<file path="src/rtl/adder_cla_pipe.sv">
// Pipelined carry-lookahead adder/subtractor with valid/ready handshake and whole-pipe stall.
// Optional signed-overflow output ovf_o is enabled by defining ADDER_CLA_PIPE_OVF_EN.
module adder_cla_pipe #(
   parameter int BW_DATA = 32,
   parameter int NSTAGE  = 4,
   parameter int BW_GRP  = 4
) (
   input  logic               clk_i,
   input  logic               rst_i,
   input  logic               valid_i,
   output logic               ready_o,
   input  logic [BW_DATA-1:0] A_i,
   input  logic [BW_DATA-1:0] B_i,
   input  logic               Cin,
   input  logic               sub_i,
   output logic               valid_o,
   input  logic               ready_i,
   output logic [BW_DATA-1:0] S_o,
   output logic               Cout_o
`ifdef ADDER_CLA_PIPE_OVF_EN
   ,
   output logic               ovf_o
`endif
);

   localparam int W    = BW_DATA / NSTAGE;
   localparam int NGRP = W / BW_GRP;
   localparam int MSB  = BW_DATA - 1;

   // Rank 0 holds conditioned operands; rank r (1..NSTAGE) holds the result of stage r-1.
   logic               en;
   logic [NSTAGE:0]    vld_reg;
   logic [NSTAGE:0]    c_reg;
   logic [BW_DATA-1:0] a_reg  [0:NSTAGE-1];
   logic [BW_DATA-1:0] b_reg  [0:NSTAGE-1];
   logic [BW_DATA-1:0] s_reg  [0:NSTAGE];
   logic [BW_DATA-1:0] s_next [0:NSTAGE-1];
   logic [BW_DATA-1:0] sum_all;
   logic [NSTAGE-1:0]  cout_all;
   logic [BW_DATA-1:0] b_eff;
   logic               c0;

   // Carry into position lo+n given carry cin into position lo, in flat sum-of-products form
   // so no carry term depends on another computed carry.
   function automatic logic cla_carry(input logic [W-1:0] g, input logic [W-1:0] p,
                                      input logic cin, input int lo, input int n);
      logic c;
      logic t;
      c = 1'b0;
      for (int i = -1; i < n; i++) begin
         if (i < 0) t = cin;
         else       t = g[lo+i];
         for (int m = i + 1; m < n; m++) t = t & p[lo+m];
         c = c | t;
      end
      return c;
   endfunction

   assign b_eff   = sub_i ? ~B_i : B_i;
   assign c0      = sub_i | Cin;
   assign en      = ~vld_reg[NSTAGE] | ready_i;
   assign ready_o = en;
   assign valid_o = vld_reg[NSTAGE];
   assign S_o     = s_reg[NSTAGE];
   assign Cout_o  = c_reg[NSTAGE];

   genvar gi;
   generate
      for (gi = 0; gi < NSTAGE; gi++) begin : g_stage
         logic [W-1:0]  a_sl;
         logic [W-1:0]  b_sl;
         logic [W-1:0]  g_bit;
         logic [W-1:0]  p_bit;
         logic [W-1:0]  c_bit;
         logic [W-1:0]  g_grp;  // low NGRP bits used; padded to share cla_carry
         logic [W-1:0]  p_grp;
         logic [NGRP:0] c_grp;

         assign a_sl  = a_reg[gi][gi*W +: W];
         assign b_sl  = b_reg[gi][gi*W +: W];
         assign g_bit = a_sl & b_sl;
         assign p_bit = a_sl ^ b_sl;

         always_comb begin
            g_grp = '0;
            p_grp = '0;
            for (int j = 0; j < NGRP; j++) begin
               g_grp[j] = cla_carry(g_bit, p_bit, 1'b0, j*BW_GRP, BW_GRP);
               p_grp[j] = &p_bit[j*BW_GRP +: BW_GRP];
            end
         end

         always_comb begin
            c_grp = '0;
            for (int j = 0; j <= NGRP; j++)
               c_grp[j] = cla_carry(g_grp, p_grp, c_reg[gi], 0, j);
         end

         always_comb begin
            c_bit = '0;
            for (int j = 0; j < NGRP; j++)
               for (int b = 0; b < BW_GRP; b++)
                  c_bit[j*BW_GRP+b] = cla_carry(g_bit, p_bit, c_grp[j], j*BW_GRP, b);
         end

         assign sum_all[gi*W +: W] = p_bit ^ c_bit;
         assign cout_all[gi]       = c_grp[NGRP];
      end
   endgenerate

   always_comb begin
      for (int r = 0; r < NSTAGE; r++) begin
         s_next[r]            = s_reg[r];
         s_next[r][r*W +: W]  = sum_all[r*W +: W];
      end
   end

   always_ff @(posedge clk_i) begin
      if (rst_i) begin
         vld_reg <= '0;
         c_reg   <= '0;
         for (int r = 0; r < NSTAGE; r++) begin
            a_reg[r] <= '0;
            b_reg[r] <= '0;
         end
         for (int r = 0; r <= NSTAGE; r++) s_reg[r] <= '0;
      end else if (en) begin
         // Bubbles advance with their (don't-care) data; nothing collapses.
         vld_reg  <= {vld_reg[NSTAGE-1:0], valid_i};
         c_reg    <= {cout_all, c0};
         a_reg[0] <= A_i;
         b_reg[0] <= b_eff;
         s_reg[0] <= '0;
         for (int r = 1; r < NSTAGE; r++) begin
            a_reg[r] <= a_reg[r-1];
            b_reg[r] <= b_reg[r-1];
         end
         for (int r = 1; r <= NSTAGE; r++) s_reg[r] <= s_next[r-1];
      end
   end

`ifdef ADDER_CLA_PIPE_OVF_EN
   logic ovf_reg;

   always_ff @(posedge clk_i) begin
      if (rst_i) begin
         ovf_reg <= 1'b0;
      end else if (en) begin
         ovf_reg <= (a_reg[NSTAGE-1][MSB] == b_reg[NSTAGE-1][MSB]) &
                    (sum_all[MSB] != a_reg[NSTAGE-1][MSB]);
      end
   end

   assign ovf_o = ovf_reg;
`endif

endmodule

</file>
<file path="config.mk">
export PLATFORM = sky130hd
export DESIGN_NAME = adder_cla_pipe
export DESIGN_NICKNAME = d
export VERILOG_FILES = /design/src/rtl/adder_cla_pipe.sv
export SDC_FILE = /design/constraint.sdc
export NUM_CORES = 1
export LEC_CHECK = 0
export ABC_AREA = 1
export BUFFER_PORTS_ARGS = -buffer_cell sky130_fd_sc_hd__buf_2
export CAP_MARGIN = 0
export CORE_MARGIN = 3
export CORE_UTILIZATION = 40
export DETAILED_ROUTE_END_ITERATION = 8
export PLACE_DENSITY_LB_ADDON = 0.2
export SETUP_SLACK_MARGIN = 0.05
export SLEW_MARGIN = 0
export SYNTH_ARGS = -nofsm -noshare
export SYNTH_HDL_FRONTEND = slang
export SYNTH_SLANG_ARGS = --single-unit
</file>
<file path="constraint.sdc">
create_clock -name clk_i -period 7.95 [get_ports clk_i]
set_input_delay 0.795 -clock clk_i [delete_from_list [all_inputs] [get_ports clk_i]]
set_output_delay 0.795 -clock clk_i [all_outputs]
set_load 0.01 [all_outputs]
</file>
==> impl_metrics.ini <==
[clocking]
hold_buffers = 0
cts_buffer_depth = 3
cts_setup_buffers = 0
numCtsBuffers = 27
cts-resized-gates = 0
cts_sinks = 250
worstSkewPairLatency_ns = 0.52
htreeDepth = 1
cts_root_buffer = clkbuf_16
cts_tree = built
clk_pin_slew_worst_paths_ns = 0.06

[sta]
final_hold_viol_count = 0
finalWorstSetupSlack_ns = 4.900
max_freq_mhz = 327.9
setup_violations = 0
clock_skew_ns = 0.01082
fin_hold_ws_ns = 0.4650
final_period_minus_worst_setup_slack_ns = 3.050
final.setup.tns_ns = 0
worstMarginPinSlew_ns = 1.073
relSlewSlack_pct = 28.44
min_period_over_period_pct = 38.36
rsz0062_at_grt = no
drv_slew = 0

[logic_synthesis]
synthCells = 1005
syn-num-nets = 1123
syn_area_sq_mm = 0.01114
syn_avg_cell_area_sq_um = 11.08
ys_types = 20
ys_warn_count = 0
synth.yosys.seq_area_share_pct = 66.49
ys_ff_latch = 250

[setup_path]
path_cells = buf_2, inv_1, nand2_4, buf_4, buf_4
cpMaxStageDelayCell = buf_4
startpoint_type = input pin
crit_top_cell = buf_4
path_delay_family = buffers and inverters
cp.required_ns = 8.10
worst_ep_arrival_time_ns = 3.20
ff2ff_path_depth = 5
timing.rr.start = vld_reg[4]
end_kind = flop
reg2reg_slack_ns = 4.98
criticalPathCategory = in -> reg
r2r-end = s_reg[0][116]
slowest_delay_ns = 0.75
critPathLaunch = rst_i
worst-path-buf-inv = 4
worstPathMaxFanout = 66

[run_status]
status = complete, no violations

[global_route]
grt_max_degree = 119
top_usage_layer = met1
grt.met2_usage_pct = 16.27
gr-total-overflow = 0
grt_use_met1_pct = 17.86
grt_pass1_wl_um = 29050
grt_pass1_vias = 5830
grt_use_total_pct = 11.44
antenna_found_initial = 0
grt_use_met3_pct = 2.218

[floorplanning]
dieArea_sq_mm = 0.02989
core-area_sq_mm = 0.02718
std_cell_rows = 60
die_w_um = 172.9
start_util_pct = 40.99
pin_count = 105
die_h_um = 172.9

[routing]
post-route-drc-count = 0
viasPerCell = 4.082
vias = 6135
drt_iter0_drc = 346
detail-route-antenna-nets = 0
first_pass_iters = 4
routed_wirelength_um = 17140
post_drt_wl_per_cell_um = 11.40

[cells_and_area]
final_common_cell = nor2_1
most-common-layout-cells = nor2_1 (241), edfxtp_1 (240), inv_1 (236)
multiInputGateArea_sq_mm = 0.002635
area_growth_pct = 15.39
nFillCells = 2531
drive_above_1_share_pct = 13.70
finalInstanceArea_sq_mm = 0.01285
diodes = 0
fin_nets = 1229
ff_latch_area_sq_mm = 0.007407
final_cell_count_no_fill = 1503

[min_path]
holdPathStages = 2
hold_class = reg -> reg
holdPathEnd = vld_reg[1]
min_from = vld_reg[0]

[flow_run]
maxCapViolCount = 0

[power_and_ir_drop]
p_leak_nw = 5.860
irDropWorstVdd_v = 0.0001080
pwr_density_cell_mw_per_mm2 = 232.1

[placement]
placedCellCount = 1454
pre_cts_ws_ns = 4.307
gp_congestion = 0.7785
hpwlAfterDp_um = 10820
place_area_sq_mm = 0.01195
portBuffers = 104
==> worst max-delay path by stage <==
stage          depth (start not counted)            end  slack [ns]
2_1_floorplan                          5       c_reg[1]        0.92
3_3_place_gp                           5  s_reg[0][113]        4.33
3_5_place_dp                           5  s_reg[0][119]        4.31
4_1_cts                                5   a_reg[0][86]        4.86
5_1_grt                                5  s_reg[0][112]        4.68
6_report                               5  s_reg[0][116]        4.90
==> through the flow <==
stage                     utilization, %  total power [mW]
after floorplan                        -             1.692
after global placement             43.96             1.740
after detailed placement           43.96             1.743
after CTS                          47.30             3.028
after global routing               47.30             3.121
final                              47.30             2.984
==> kinds of logic after synthesis <==
group | after synthesis | share of synthesized area (%)
xor gates and xnor gates | 40 | 3.145
buffers and inverters | 268 | 10.04
and+or+nand+nor | 360 | 12.47
DFF | 250 | 66.49
AOI/OAI and AO/OA | 39 | 1.921
adders and majority gates | 48 | 5.931
==> worst reg2reg max path, stage by stage, from the launching register on <==
cell     delay [ns]
dfxtp_1        0.31
inv_1          0.05
nor2_1         0.07
nand2_4        0.59
buf_4          0.80
buf_4          0.74
==> power by group <==
part / internal [mW] / total [mW] / switching (mW)
combinational: 0.0718 / 0.176 / 0.105
clock: 0.786 / 1.27 / 0.486
sequential: 1.51 / 1.54 / 0.0219
total: 2.37 / 2.98 / 0.612
==> area by class of cell <==
class / count / area share (%)
flip-flops and latches: 250 / 57.63
multi-input cells: 487 / 20.50
inverters: 237 / 6.921
clock buffers: 33 / 5.432
repair buffers: 108 / 4.283
well taps: 372 / 3.621
clock inverters: 16 / 1.616
==> cells in the mapped netlist (all sizes together) <==
cell,n,area share (%)
o22ai,3,0.17
nand4,4,0.22
buf,31,2.1
nand2,95,3.2
nand3,20,0.90
xor2,4,0.31
o21ai,12,0.54
a21oi,20,0.90
nor2,241,8.1
edfxtp,240,65
dfxtp,10,1.8
a31o,4,0.31
ha,40,4.5
inv,237,8.0
xnor2,36,2.8
fa,8,1.4
==> per-layer routing <==
metal | part of all wire (%) | routed length (um)
met1 | 54 | 9191
met2 | 40 | 6851
met3 | 4.7 | 801
met4 | 1.7 | 295
met5 | 0 | 0
Note: power is estimated with default switching activity, not from simulation.
